**config.mk**
```make
export PLATFORM = sky130hd
export DESIGN_NAME = act_lut_table
export DESIGN_NICKNAME = d
export VERILOG_FILES = /design/src/rtl/npu_act_pkg.sv /design/src/rtl/act_lut_cfg_fsm.sv /design/src/rtl/act_lut_table.sv
export SDC_FILE = /design/constraint.sdc
export NUM_CORES = 1
export LEC_CHECK = 0
export BUFFER_PORTS_ARGS = -buffer_cell sky130_fd_sc_hd__buf_2
export CAP_MARGIN = 20
export CELL_PAD_IN_SITES_DETAIL_PLACEMENT = 1
export CELL_PAD_IN_SITES_GLOBAL_PLACEMENT = 2
export CORE_AREA = 4 4 130 156
export DETAILED_ROUTE_END_ITERATION = 16
export DIE_AREA = 0 0 134 160
export HOLD_SLACK_MARGIN = 0.06
export PLACE_DENSITY_LB_ADDON = 0.25
export SKIP_CTS_REPAIR_TIMING = 1
export SLEW_MARGIN = 20
export SYNTH_ARGS = -nofsm -noshare
export SYNTH_HDL_FRONTEND = slang
export SYNTH_SLANG_ARGS = --single-unit
```
**constraint.sdc**
```tcl
create_clock -name i_clk -period 1.8 [get_ports i_clk]
set_input_delay 0.36 -clock i_clk [delete_from_list [all_inputs] [get_ports i_clk]]
set_output_delay 0.36 -clock i_clk [all_outputs]
set_load 0.02 [all_outputs]
```
**src/rtl/npu_act_pkg.sv**
```systemverilog
// Shared activation-path constants: LUT geometry, saturation entry addresses
// and the table-load FSM state encoding.
package npu_act_pkg;

   localparam int LUT_ADDR_WIDTH = 5;
   localparam int LUT_DATA_WIDTH = 8;
   localparam int LUT_ENTRIES    = 18;
   localparam int LUT_OVF_ADDR   = 16;
   localparam int LUT_UDF_ADDR   = 17;

   typedef enum logic [1:0] {
      CFG_IDLE  = 2'd0,
      CFG_LOAD  = 2'd1,
      CFG_READY = 2'd2
   } cfg_state_e;

endpackage

```
**src/rtl/act_lut_cfg_fsm.sv**
```systemverilog
// Table-load sequencer: walks the entry index as config beats arrive and
// flags when the whole table holds a consistent image.
module act_lut_cfg_fsm
   import npu_act_pkg::*;
#(
   parameter int ADDR_WIDTH  = LUT_ADDR_WIDTH,
   parameter int LUT_ENTRIES = npu_act_pkg::LUT_ENTRIES
) (
   input  logic                  i_clk,
   input  logic                  i_rst_n,
   input  logic                  i_cfg_start,
   input  logic                  i_cfg_valid,
   output logic                  o_cfg_ready,
   output logic                  o_cfg_done,
   output logic                  o_tbl_valid,
   output logic                  o_wr_en,
   output logic [ADDR_WIDTH-1:0] o_wr_idx
);

   localparam logic [ADDR_WIDTH-1:0] LAST_IDX = ADDR_WIDTH'(LUT_ENTRIES - 1);

   cfg_state_e            state_q;
   logic [ADDR_WIDTH-1:0] cnt_q;
   logic                  done_q;
   logic                  valid_q;

   assign o_cfg_ready = (state_q == CFG_LOAD);
   // A start in the same cycle wins over the beat, so the beat never lands.
   assign o_wr_en     = o_cfg_ready && i_cfg_valid && !i_cfg_start;
   assign o_wr_idx    = cnt_q;
   assign o_cfg_done  = done_q;
   assign o_tbl_valid = valid_q;

   always_ff @(posedge i_clk or negedge i_rst_n) begin
      if (!i_rst_n) begin
         state_q <= CFG_IDLE;
         cnt_q   <= '0;
         done_q  <= 1'b0;
         valid_q <= 1'b0;
      end else begin
         done_q <= 1'b0;
         if (i_cfg_start) begin
            state_q <= CFG_LOAD;
            cnt_q   <= '0;
            valid_q <= 1'b0;
         end else if (o_wr_en) begin
            if (cnt_q == LAST_IDX) begin
               state_q <= CFG_READY;
               cnt_q   <= '0;
               done_q  <= 1'b1;
               valid_q <= 1'b1;
            end else begin
               cnt_q <= cnt_q + 1'b1;
            end
         end
      end
   end

endmodule

```
**src/rtl/act_lut_table.sv**
```systemverilog
// Programmable activation LUT: 16 bucket entries plus overflow/underflow
// saturation values, loaded by a config stream, read with one-cycle latency.
module act_lut_table
   import npu_act_pkg::*;
#(
   parameter int ADDR_WIDTH  = LUT_ADDR_WIDTH,
   parameter int DATA_WIDTH  = LUT_DATA_WIDTH,
   parameter int LUT_ENTRIES = npu_act_pkg::LUT_ENTRIES
) (
   input  logic                  i_clk,
   input  logic                  i_rst_n,
   input  logic                  i_cfg_start,
   input  logic                  i_cfg_valid,
   input  logic [DATA_WIDTH-1:0] i_cfg_data,
   output logic                  o_cfg_ready,
   output logic                  o_cfg_done,
   output logic                  o_tbl_valid,
   input  logic                  i_lut_rd_en,
   input  logic [ADDR_WIDTH-1:0] i_lut_addr,
   output logic [DATA_WIDTH-1:0] o_act_dat,
   output logic                  o_act_vld,
   output logic                  o_lut_err
);

   localparam logic [ADDR_WIDTH:0] NUM_ENT = (ADDR_WIDTH + 1)'(LUT_ENTRIES);

   logic [DATA_WIDTH-1:0] mem_q [LUT_ENTRIES];
   logic                  wr_en;
   logic [ADDR_WIDTH-1:0] wr_idx;
   logic [DATA_WIDTH-1:0] rd_val;
   logic                  rd_hit;
   logic [DATA_WIDTH-1:0] act_dat_q;
   logic                  act_vld_q;
   logic                  lut_err_q;

   act_lut_cfg_fsm #(
      .ADDR_WIDTH  (ADDR_WIDTH),
      .LUT_ENTRIES (LUT_ENTRIES)
   ) u_cfg_fsm (
      .i_clk       (i_clk),
      .i_rst_n     (i_rst_n),
      .i_cfg_start (i_cfg_start),
      .i_cfg_valid (i_cfg_valid),
      .o_cfg_ready (o_cfg_ready),
      .o_cfg_done  (o_cfg_done),
      .o_tbl_valid (o_tbl_valid),
      .o_wr_en     (wr_en),
      .o_wr_idx    (wr_idx)
   );

   always_ff @(posedge i_clk or negedge i_rst_n) begin
      if (!i_rst_n) begin
         for (int i = 0; i < LUT_ENTRIES; i++) mem_q[i] <= '0;
      end else begin
         for (int i = 0; i < LUT_ENTRIES; i++) begin
            if (wr_en && (wr_idx == ADDR_WIDTH'(i))) mem_q[i] <= i_cfg_data;
         end
      end
   end

   // Decoded mux keeps out-of-range addresses from indexing past the array.
   always_comb begin
      rd_val = '0;
      for (int i = 0; i < LUT_ENTRIES; i++) begin
         if (i_lut_addr == ADDR_WIDTH'(i)) rd_val = mem_q[i];
      end
   end

   assign rd_hit = o_tbl_valid && ({1'b0, i_lut_addr} < NUM_ENT);

   always_ff @(posedge i_clk or negedge i_rst_n) begin
      if (!i_rst_n) begin
         act_dat_q <= '0;
         act_vld_q <= 1'b0;
         lut_err_q <= 1'b0;
      end else begin
         act_vld_q <= i_lut_rd_en;
         lut_err_q <= i_lut_rd_en && !rd_hit;
         if (i_lut_rd_en) act_dat_q <= rd_hit ? rd_val : '0;
      end
   end

   assign o_act_dat = act_dat_q;
   assign o_act_vld = act_vld_q;
   assign o_lut_err = lut_err_q;

endmodule

```
== Word level (Yosys, flattened, before mapping) ==
Cells that the tools add are included.
Operators by class
  multiplexer cells: 31
  reductions and logical operators: 29
  magnitude comparators: 1
  equality and inequality tests: 35
  $add $sub $neg: 1
Operators with widths (count)
  8-bit two-way mux: 19
  5-bit by 4-bit equality test with 1-bit output (second input constant): 16
  5-bit by 3-bit equality test with 1-bit output (second input constant): 8
  1-bit logical AND: 22
  5-bit by 2-bit equality test with 1-bit output (second input constant): 4
  5-bit equality test (second input constant): 4
  5-bit two-way mux: 3
  5-bit by 1-bit equality test with 1-bit output (second input constant): 2
  5-bit zero test: 2
  1-bit two-way mux: 6
  2-bit two-way mux: 3
  5-bit by 1-bit adder with 5-bit output (second input constant): 1
  5-bit less-than comparator (second input constant): 1
  2-bit nonzero test: 2
  2-bit by 1-bit equality test with 1-bit output (second input constant): 1
  1-bit zero test: 2
  2-bit AND reduction: 1
Word-level totals
  output and inout bits: 13
  word-level logic and storage cells: 122
  bits in registers: 163
  input bits: 18

== Depth between registers and ports, before layout ==
Gate-level depths: netlist (run 1).
  word-level depth: 20
  mapped depth: 8
  gate-level depth less buffers: 6

== Cells and area by module ==
A second synthesis (run 1) with hierarchy kept.
Unflattened totals
  cells, all modules: 666
  area, all modules: 7835.0 um^2
Modules (own cells, without submodules)
  act_lut_table: times used 1, area each 7413.4 um^2, sequential area each 3853.7 um^2, cells each 626
  act_lut_cfg_fsm: times used 1, area each 421.7 um^2, sequential area each 200.2 um^2, cells each 40

== Worst setup path after synthesis (run 1) ==
Ideal clock, no wire load.
  path type: reg2reg
  start: reg u_cfg_fsm.o_tbl_valid (netlist name)
  end: reg mem_q[0] (netlist name)
  path slack: -0.082 ns
  arrival: 1.757 ns
  stages on the path, launching flop included: 6
  clock period less this slack: 1.882 ns
  setup time: 0.125 ns
  buffers on the path: 0
  cell sequence: dfrtp_1 > nor2b_1 > and2_1 > nand2_1 > nor2_4 > mux2_2
RTL lines
  end signal: indexed assignment: line act_lut_table.sv:56  | if (wr_en && (wr_idx == ADDR_WIDTH'(i))) mem_q[i] <= i_cfg_data;
  end: declaration: line act_lut_table.sv:27  | logic [DATA_WIDTH-1:0] mem_q [LUT_ENTRIES];

== Final worst setup path (run 1) ==
  start: reg mem_q[87] (netlist name)
  end: reg act_dat_q[7], in the netlist o_act_dat[7]
On the way
  longest elaborated chain between the ends: 12
Ends and longest elaborated chain
  8-bit two-way mux (11 in series): line act_lut_table.sv:65  | if (i_lut_addr == ADDR_WIDTH'(i)) rd_val = mem_q[i];
  8-bit two-way mux: line act_lut_table.sv:79  | if (i_lut_rd_en) act_dat_q <= rd_hit ? rd_val : '0;
  end signal: assignment: line act_lut_table.sv:79
  end: declaration: line act_lut_table.sv:32  | logic [DATA_WIDTH-1:0] act_dat_q;
Every way passes these cells.
A chain may end at the register's enable or synchronous reset.

==> results.md, run 1 <==
CTS:
- The clock buffer count from CTS is 17.
- For the worst-skew pair, the clock arrives at the later sink with an insertion delay of 440 ps.
- TritonCTS built the clock tree.
- The maximum level of the CTS H-tree is 4.
- The deepest clock path buffer count is 2.
- The buffer cell driving the clock tree root is sky130_fd_sc_hd__clkbuf_16.
- The clock edge transition at the registers on the reported setup and hold paths is 70 ps.
- The total clock sinks is 162.

Die:
- The die height is 160 um.
- The die is 134 um wide.
- The floorplan die area is 0.02144 mm^2.
- The area of the core is 0.01879 mm^2.
- The floorplan has 55 rows.
- 31 I/O pins were placed.
- The initial utilization of the core area, before any placement, comes to 42.28%.

Worst setup path:
- STA classifies the critical path endpoint as a register.
- The worst setup path is of the reg2reg kind.
- The worst path required time is 2120 ps.
- The data arrival at the endpoint of the critical path is 2080 ps.
- The worst setup path is launched from a register.
- Of all nets on the critical path, the largest fanout is 2.

Yosys:
- Each instance of the synthesized netlist takes up on average 12.41 um^2.
- Synthesis produced a netlist with a net count of 663.
- Synthesis produced a netlist whose cell count is 640.
- The share of flip-flops with an asynchronous set or reset is 100.0%.
- Summed over all instances, the cell type with the most area after synthesis is sky130_fd_sc_hd__dfrtp_1.
- Summed over its instances, the top area cell type makes up 51.04% of the synthesized netlist area.
- The post-synthesis instance area is 0.007943 mm^2.
- After synthesis, the cell types taking the most area are sky130_fd_sc_hd__dfrtp_1 (51%), sky130_fd_sc_hd__mux2_2 (21%), sky130_fd_sc_hd__mux2i_1 (1.9%).
- For this run, the register share of the synthesized area comes to 51.04%.
- The number of library cell types mapped by synthesis is 70.
- The synthesis warning total is 0.
- The synthesized design contains 0 enable-type register cells.
- The count of state elements after synthesis is 162.
- In the synthesized netlist the dominant register cell turns out to be sky130_fd_sc_hd__dfrtp_1.

STA:
- At the pin with the least slew margin, the transition time is 580.9 ps.
- Setup repair after global routing could not meet its margin everywhere.
- Clock skew on the completed layout was measured at 10.22 ps.
- Measured against its own limit, the worst slew margin works out to 61.27%.
- Setup violations remaining at the end of the flow were counted as 0.
- Across all hold checks on the routed design, the worst slack comes to 128.8 ps.
- The count of final max-slew check failures is 0.
- Static timing analysis puts the maximum clock frequency at 566.3 MHz.
- Counting I/O delays and the setup requirement, the final critical path takes 1766 ps.
- The share of the clock period used by the worst path after layout is 98.11%.
- The count of final hold-check violations is 0.
- The final setup TNS is 0 ps.

Detailed routing:
- The initial detailed-routing violation count is 398.
- After detailed routing, the number of remaining DRC violations is 0.
- The total via count after detailed routing is 5857.
- The number of detailed-routing iterations run before antenna repair is 4.
- The via density per instance is 5.659.
- The total wire length after detailed routing is 25.14 mm.
- The routed wire length per instance is 24.29 um.
- The post-detailed-route count of antenna-violating nets is 0.

Power:
- Power spread over the standard cell area amounts to 865.8 mW/mm^2.
- The part of the total power dissipated in the clock network is 42.9%.
- The total power is 0.008573 W.
- The internal power is 0.006394 W.
- Of the total power, combinational logic draws 11.0%.
- Per report_power, the sequential group accounts for 46.1% of the total.
- The net switching component of the power is 0.002179 W.
- IR analysis of the VDD net gives a maximum drop of 0.6336 mV.
- The analysis attributes to cell leakage a power of 4.747 nW.
- Net switching is 25.42% of the power.

Worst hold path:
- The type of the tightest min-delay check is in2reg.

Job:
- Max-cap violations in this run came to 0.

GRT:
- Global routing consumed, over all layers together, 24.41% of the routing resources.
- Entering global routing, the biggest net connects 54 pins.
- The initial antenna violation count was 0.
- The first-pass GRT wire length is 39.35 mm.
- The via count of the first global-routing pass came to 6487.
- Global routing finished with a remaining overflow of 0.

Finish:
- The number of cells in the finished layout apart from fillers is 1035.
- The share of layout cells above drive strength 1 is 46.60%.
- The signed area change from the synthesized netlist to the final layout is 24.67%.
- The repair_antennas step left the layout with diodes totalling 0.
- For this run, the post-layout net count is 789.

Place:
- Buffers placed on the I/O ports in this run total 30.
- At the end of routability-driven placement, the weighted congestion stood at 0.9508.
- The number of instances in the placed design is 1001.
- After legalization and detailed placement, the total HPWL measured 18.52 mm.

Run status:
- The flow ran to the end, and the final reports show no timing, DRC or antenna violations.
==> cells in the mapped netlist (all sizes together), types with 3 or more instances <==
cell / n
a221oi: 4
mux4: 5
o32ai: 3
nor2: 33
a21boi: 3
and3: 3
and2: 6
o221ai: 4
a22oi: 6
a22o: 3
buf: 28
nor3b: 4
nor3: 13
nand2b: 5
nand3: 14
dfrtp: 162
nand2: 29
o2bb2ai: 9
o21a: 3
ha: 5
a211oi: 6
clkbuf: 11
nor2b: 9
mux2i: 15
inv: 12
nand3b: 9
a21oi: 15
a31oi: 4
a221o: 7
mux2: 148
o21ai: 21
o211ai: 7
==> cell usage in the layout (no fill, tap or decap), types with 4 or more instances in the layout <==
cell	n
sky130_fd_sc_hd__dfrtp_1	161
sky130_fd_sc_hd__mux2_2	148
sky130_fd_sc_hd__buf_4	101
sky130_fd_sc_hd__nor2_1	31
sky130_fd_sc_hd__buf_2	28
sky130_fd_sc_hd__nand2_1	25
sky130_fd_sc_hd__o21ai_0	18
sky130_fd_sc_hd__clkbuf_16	17
sky130_fd_sc_hd__a21oi_1	15
sky130_fd_sc_hd__mux2i_1	15
sky130_fd_sc_hd__buf_12	13
sky130_fd_sc_hd__nor3_1	12
sky130_fd_sc_hd__nand3_1	11
sky130_fd_sc_hd__inv_1	10
sky130_fd_sc_hd__o2bb2ai_1	8
sky130_fd_sc_hd__a221o_1	7
sky130_fd_sc_hd__nand3b_1	7
sky130_fd_sc_hd__o211ai_1	7
sky130_fd_sc_hd__nor2b_1	6
sky130_fd_sc_hd__a22oi_1	6
sky130_fd_sc_hd__a211oi_1	5
sky130_fd_sc_hd__nand2b_1	5
sky130_fd_sc_hd__mux4_2	5
sky130_fd_sc_hd__a221oi_1	4
sky130_fd_sc_hd__a31oi_1	4
sky130_fd_sc_hd__ha_1	4
==> cell type report <==
type	count	area [um^2]
clock buffer	19	442.9
clock inverter	13	151.4
fill	1955	8885
inverter	12	45.04
multi-input combinational	427	3689
sequential	162	4055
tap	256	320.3
timing repair buffer	146	1199
==> stage by stage <==
step	utilization (%)	area, um^2	setup slack (ps)
finish	52.71	9902	34.03
global route	52.71	9902	-28.49
CTS	52.19	9806	-117.6
detailed placement	49.03	9211	-454.2
global placement	49.03	9211	-451.1
floorplan	-	7945	-7.426
==> registers in the layout (all words and copies together), names as in the netlist <==
name / cells
mem_q: 144
u_cfg_fsm.o_wr_idx: 5
o_act_dat: 8
u_cfg_fsm.o_cfg_done: 1
o_lut_err: 1
o_act_vld: 1
u_cfg_fsm.o_tbl_valid: 1
u_cfg_fsm.state_q: 1
==> per-layer routing <==
layer	global-route usage (%)	vias to the layer above	routed length (um)
li1	-	2631	-
met1	30.30	3058	10420
met2	42.07	120	13040
met3	4.663	48	813
met4	9.214	0	869
met5	0	-	0
==> worst max-delay path: stages (launching register included) <==
cell and delay, ps:
sky130_fd_sc_hd__dfrtp_1 390, sky130_fd_sc_hd__mux4_2 490, sky130_fd_sc_hd__and2_1 180, sky130_fd_sc_hd__a211o_1 230, sky130_fd_sc_hd__a211oi_2 250, sky130_fd_sc_hd__o21ai_1 110
==> power groups by stage <==
stage	Clock, W	Combinational, W	Sequential, W
after floorplan	0	0.000489	0.00398
after global placement	0	0.000896	0.00400
after detailed placement	0	0.000932	0.00402
after CTS	0.00374	0.000936	0.00395
after global routing	0.00396	0.00102	0.00397
final	0.00368	0.000943	0.00395
==> worst paths after layout <==
check | from | to | slack [ps] | cells after the start
worst max-delay path | mem_q[87]$_DFFE_PN0P_ | o_act_dat[7]$_DFFE_PN0P_ | 30 | 5
worst min-delay path | i_lut_rd_en | o_act_vld$_DFF_PN0_ | 130 | 1
worst max register to register | mem_q[87]$_DFFE_PN0P_ | o_act_dat[7]$_DFFE_PN0P_ | 30 | 5
worst min register to register | mem_q[82]$_DFFE_PN0P_ | mem_q[82]$_DFFE_PN0P_ | 500 | 1
max in group asynchronous | i_rst_n | mem_q[102]$_DFFE_PN0P_ | 670 | 3
min in group asynchronous | i_rst_n | mem_q[36]$_DFFE_PN0P_ | 470 | 2
==> kinds of logic after synthesis <==
kind of cell             share of synthesized area, %
AND/OR/NAND/NOR                                 10.27
AO/OA/AOI/OAI                                   10.21
adder cells (fa/ha/maj)                        0.7876
multiplexers                                    24.29
flip-flops                                      51.04
XOR/XNOR                                       0.1103
buffers and inverters                           3.292
Power figures use the tool's default switching activity.
==> run 2: changes to the inputs <==
Settings changed: CORE_AREA 4 4 130 156 to 4 4 129 155, DIE_AREA 0 0 134 160 to 0 0 133 159, SYNTH_HIERARCHICAL from default to 1.
==> results.md, run 2 <==
Power:
- The peak supply drop is 0.7216 mV (+14%).
- The total power density per cell area came to 854.0 mW/mm^2 (-1.4%).
- The leakage dissipation is 4.797 nW (+1.0%).
- The total power came to 0.008704 W (+1.5%).

Finish:
- The number of antenna repair diodes came to 0 (unchanged).
- The most common cell after layout, fill and taps aside is sky130_fd_sc_hd__dfrtp_1.
- Ranked by flip-flop count, first place goes to mem_q.
- The total area of sequential cells is 0.004055 mm^2 (unchanged).
- The number of flip-flops in the largest register is 144 (unchanged).
- Leaving out fill and tap cells, the most frequent cells in the layout are sky130_fd_sc_hd__dfrtp_1 (161), sky130_fd_sc_hd__mux2_2 (137), sky130_fd_sc_hd__buf_4 (104).
- The number of cells in the finished layout apart from fillers is 1072 (+3.6%).
- The combined area of the multi-input logic cells is 0.003766 mm^2 (+2.1%).
- From synthesis to final layout, the design area changed by 30.09%.
- The share of layout cells above drive strength 1 was 46.34% (-0.26 points).
- The number of fill cells in the layout is 1905 (-2.6%).
- The total non-filler cell area in the finished layout came to 0.01019 mm^2 (+2.9%).
- The number of nets in the final layout is 827 (+4.8%).

CTS:
- The CTS tree is done.
- The insertion delay to the later sink of the worst-skew pair came to 430 ps (about the same).
- The buffer cell driving the clock tree root is sky130_fd_sc_hd__clkbuf_16.
- The clock buffer count from CTS is 17 (unchanged).
- The clock edge transition at the registers on the reported setup and hold paths came to 70 ps (about the same).
- The total clock sinks is 162 (unchanged).
- The maximum level of the CTS H-tree is 4 (unchanged).
- The deepest clock path buffer count was 2 (unchanged).

STA:
- The final setup TNS is -5637 ps (-5637 ps).
- The final count of negative-setup-slack endpoints is 103 (+103).
- The clock skew is 12.24 ps (+2.027 ps).
- The share of the clock period used by the worst path after layout is 106.5% (+8.4 points).
- The clock period minus worst slack is 1918 ps (+151.6 ps).
- Setup repair after global routing could not meet its margin everywhere.
- The count of final hold-check violations came to 0 (unchanged).
- The count of final max-slew check failures was 0 (unchanged).
- The achievable clock frequency was 521.5 MHz (-7.9%).
- The worst slew margin relative to its limit came to 66.16% (+4.9 points).
- The slew at the pin with the worst max-slew slack is 507.6 ps (-73.36 ps).
- The final critical-path setup slack is -117.6 ps (-151.6 ps).

GRT:
- The first-pass GRT wire length is 41.10 mm (+4.5%).
- The routing usage on met3 is 3.761% (-0.90 points).
- The met1 track demand over resource is 32.46% (+2.2 points).
- After global routing, the most crowded layer is met2.
- The global routing met2 resource utilization came to 44.02% (+1.9 points).
- The final global-route overflow total is 0 (unchanged).
- The pin count of the biggest net entering global routing came to 52 (-3.7%).
- The overall routing resource usage is 25.40% (+0.99 points).
- The via count of the first global-routing pass is 6775 (+4.4%).
- The initial antenna violation count is 0 (unchanged).

Worst hold path:
- The hold-critical path depth was 2 (+1).
- The hold path endpoint is o_act_vld$_DFF_PN0_.
- The min-delay analysis places its worst path in the category in2reg.
- In this run the most critical hold path is launched from i_lut_rd_en.

Yosys:
- The count of state elements after synthesis is 162 (unchanged).
- The number of library cell types mapped by synthesis is 67 (-4.3%).
- The synthesis warning total is 6 (+6).
- The post-synthesis instance area came to 0.007835 mm^2 (-1.4%).
- The share of flip-flops with an asynchronous set or reset came to 100.0% (unchanged).
- The number of flops mapped to enable cells by yosys is 0 (unchanged).
- The mean instance size in the synthesized netlist is 11.76 um^2 (-5.2%).
- The area share of the leading cell type in the synthesized netlist was 51.74% (+0.70 points).
- The commonest cells after synthesis are sky130_fd_sc_hd__dfrtp_1 (162), sky130_fd_sc_hd__mux2_2 (147), sky130_fd_sc_hd__nand2_1 (43), sky130_fd_sc_hd__o21ai_0 (28), sky130_fd_sc_hd__nor2_1 (26).
- The predominant post-synthesis flop cell is sky130_fd_sc_hd__dfrtp_1.
- Yosys instantiated no cell more often than sky130_fd_sc_hd__dfrtp_1.
- By area the synthesized netlist is led by sky130_fd_sc_hd__dfrtp_1 (52%), sky130_fd_sc_hd__mux2_2 (21%), sky130_fd_sc_hd__nand2_1 (2.1%).
- The number of standard cells after synthesis is 666 (+4.1%).
- The synthesized design spends more area on one cell type than any other, namely sky130_fd_sc_hd__dfrtp_1.
- The sequential element share of the synthesized area is 51.74% (+0.70 points).
- The net count after synthesis is 686 (+3.5%).

Detailed routing:
- The total wire length after detailed routing is 26.13 mm (+4.0%).
- The number of remaining DRC errors is 0 (unchanged).
- The routed wire length per instance is 24.38 um (+0.37%).
- The initial detailed-routing violation count came to 389 (-2.3%).
- The total via count after detailed routing is 6121 (+4.5%).
- The via density per instance was 5.710 (+0.90%).
- The post-detailed-route count of antenna-violating nets was 0 (unchanged).
- The number of detailed-routing iterations run before antenna repair came to 5 (+1).

Die:
- The area of the core is 0.01831 mm^2 (-2.5%).
- The number of top-level pins was 31 (unchanged).
- The width of the chip is 133 um (-0.75%).
- The floorplan die area came to 0.02115 mm^2 (-1.4%).
- The cell row count came to 54 (-1.8%).
- The die height is 159 um (-0.63%).
- The initial core utilization is 42.79% (+0.51 points).

Worst setup path:
- The reg-to-reg critical path endpoint is mem_q[28]$_DFFE_PN0P_.
- The reg-to-reg setup timing slack came to -120 ps (-150 ps).
- The data arrival at the endpoint of the critical path is 2240 ps (+160 ps).
- STA classifies the critical path startpoint as a register.
- The worst setup path is captured at a register.
- The critical path class is reg2reg.
- The critical path starts at u_cfg_fsm/state_q[1]$_DFFE_PN0P_.
- The startpoint identified for the worst register-to-register timing path is u_cfg_fsm/state_q[1]$_DFFE_PN0P_.
- The worst path required time is 2120 ps (about the same).
- The maximum net fanout on the critical path was 8 (+6).
- The depth of the most critical reg-to-reg path is 8 (+3).

Run status:
- The checks that failed: setup timing.
- The run finished, with violations left.

Place:
- The placer's final routability congestion estimate is 0.8945 (-5.9%).
- The count of input and output buffers came to 30 (unchanged).
- The placement-stage cell area was 0.009330 mm^2 (+1.3%).
- The estimated wirelength of the detail-placed design is 19.08 mm (+3.0%).
- The number of instances in the placed design is 1036 (+3.5%).
- The placement-stage worst setup slack was -446.6 ps (+7.622 ps).

Job:
- The number of maximum-capacitance constraint violations is 0 (unchanged).
==> run 2: cell count changes after synthesis, sizes merged, moves of 5 or more <==
cell / change
nand3b: -7
a22oi: +5
buf: -12
a32oi: +6
nand2: +14
clkbuf: +12
a21oi: +10
nor2b: +6
nor2: -7
mux4: -5
o21ai: +16
==> run 2: power breakdown <==
group / internal (W) / total [W] / switching, W
Sequential: 0.00384 / 0.00396 / 0.000123
Combinational: 0.000409 / 0.000897 / 0.000487
Clock: 0.00223 / 0.00384 / 0.00162
==> run 2: kinds of logic (layout without fill, tap and decap cells) <==
family                   after synthesis  count (layout)  synth area share [%]
AO/OA/AOI/OAI                        137             137                 12.01
XOR/XNOR                               1               1                0.1118
adder cells (fa/ha/maj)                2               2                0.3193
buffers and inverters                 55             209                 2.906
flip-flops                           162             162                 51.74
multiplexers                         158             158                 22.53
AND/OR/NAND/NOR                      151             151                 10.38
==> run 2: critical path, cell delays in order, from the launching register on <==
cell and delay (ps):
sky130_fd_sc_hd__dfrtp_2 410, sky130_fd_sc_hd__nand3b_4 170, sky130_fd_sc_hd__nor2_4 120, sky130_fd_sc_hd__nor2b_4 210, sky130_fd_sc_hd__nand2_2 110, sky130_fd_sc_hd__buf_6 140, sky130_fd_sc_hd__nor3_4 120, sky130_fd_sc_hd__buf_6 180
sky130_fd_sc_hd__mux2_2 350
==> run 2: how the worst max path moves through the flow <==
| stage | depth (start not counted) | endpoint | slack, ps |
|---|---|---|---|
| floorplan | 8 | mem_q[32]$_DFFE_PN0P_ | -140 |
| global route | 7 | mem_q[42]$_DFFE_PN0P_ | -220 |
| detailed placement | 7 | o_act_dat[7]$_DFFE_PN0P_ | -450 |
| finish | 8 | mem_q[28]$_DFFE_PN0P_ | -120 |
| global placement | 8 | o_act_dat[0]$_DFFE_PN0P_ | -340 |
| CTS | 8 | mem_q[26]$_DFFE_PN0P_ | -150 |
==> run 2: stage by stage <==
step | hold slack (ps) | utilization [%]
floorplan | 64.41 | -
global placement | 228.0 | 50.96
detailed placement | 231.8 | 50.96
CTS | -232.2 | 54.33
global route | 176.2 | 55.66
finish | 172.5 | 55.66
==> run 2: per-layer routing <==
layer / vias to the layer above / routed length, um
met2: 113 / 13310
li1: 2736 / -
met4: 0 / 665
met5: - / 0
met1: 3235 / 11510
met3: 37 / 649
==> run 2: cell type report <==
type / instances / area share [%]
multi-input combinational: 449 / 36.95
tap: 252 / 3.094
timing repair buffer: 161 / 13.52
inverter: 16 / 0.5892
clock inverter: 15 / 1.890
clock buffer: 17 / 4.174
sequential: 162 / 39.79
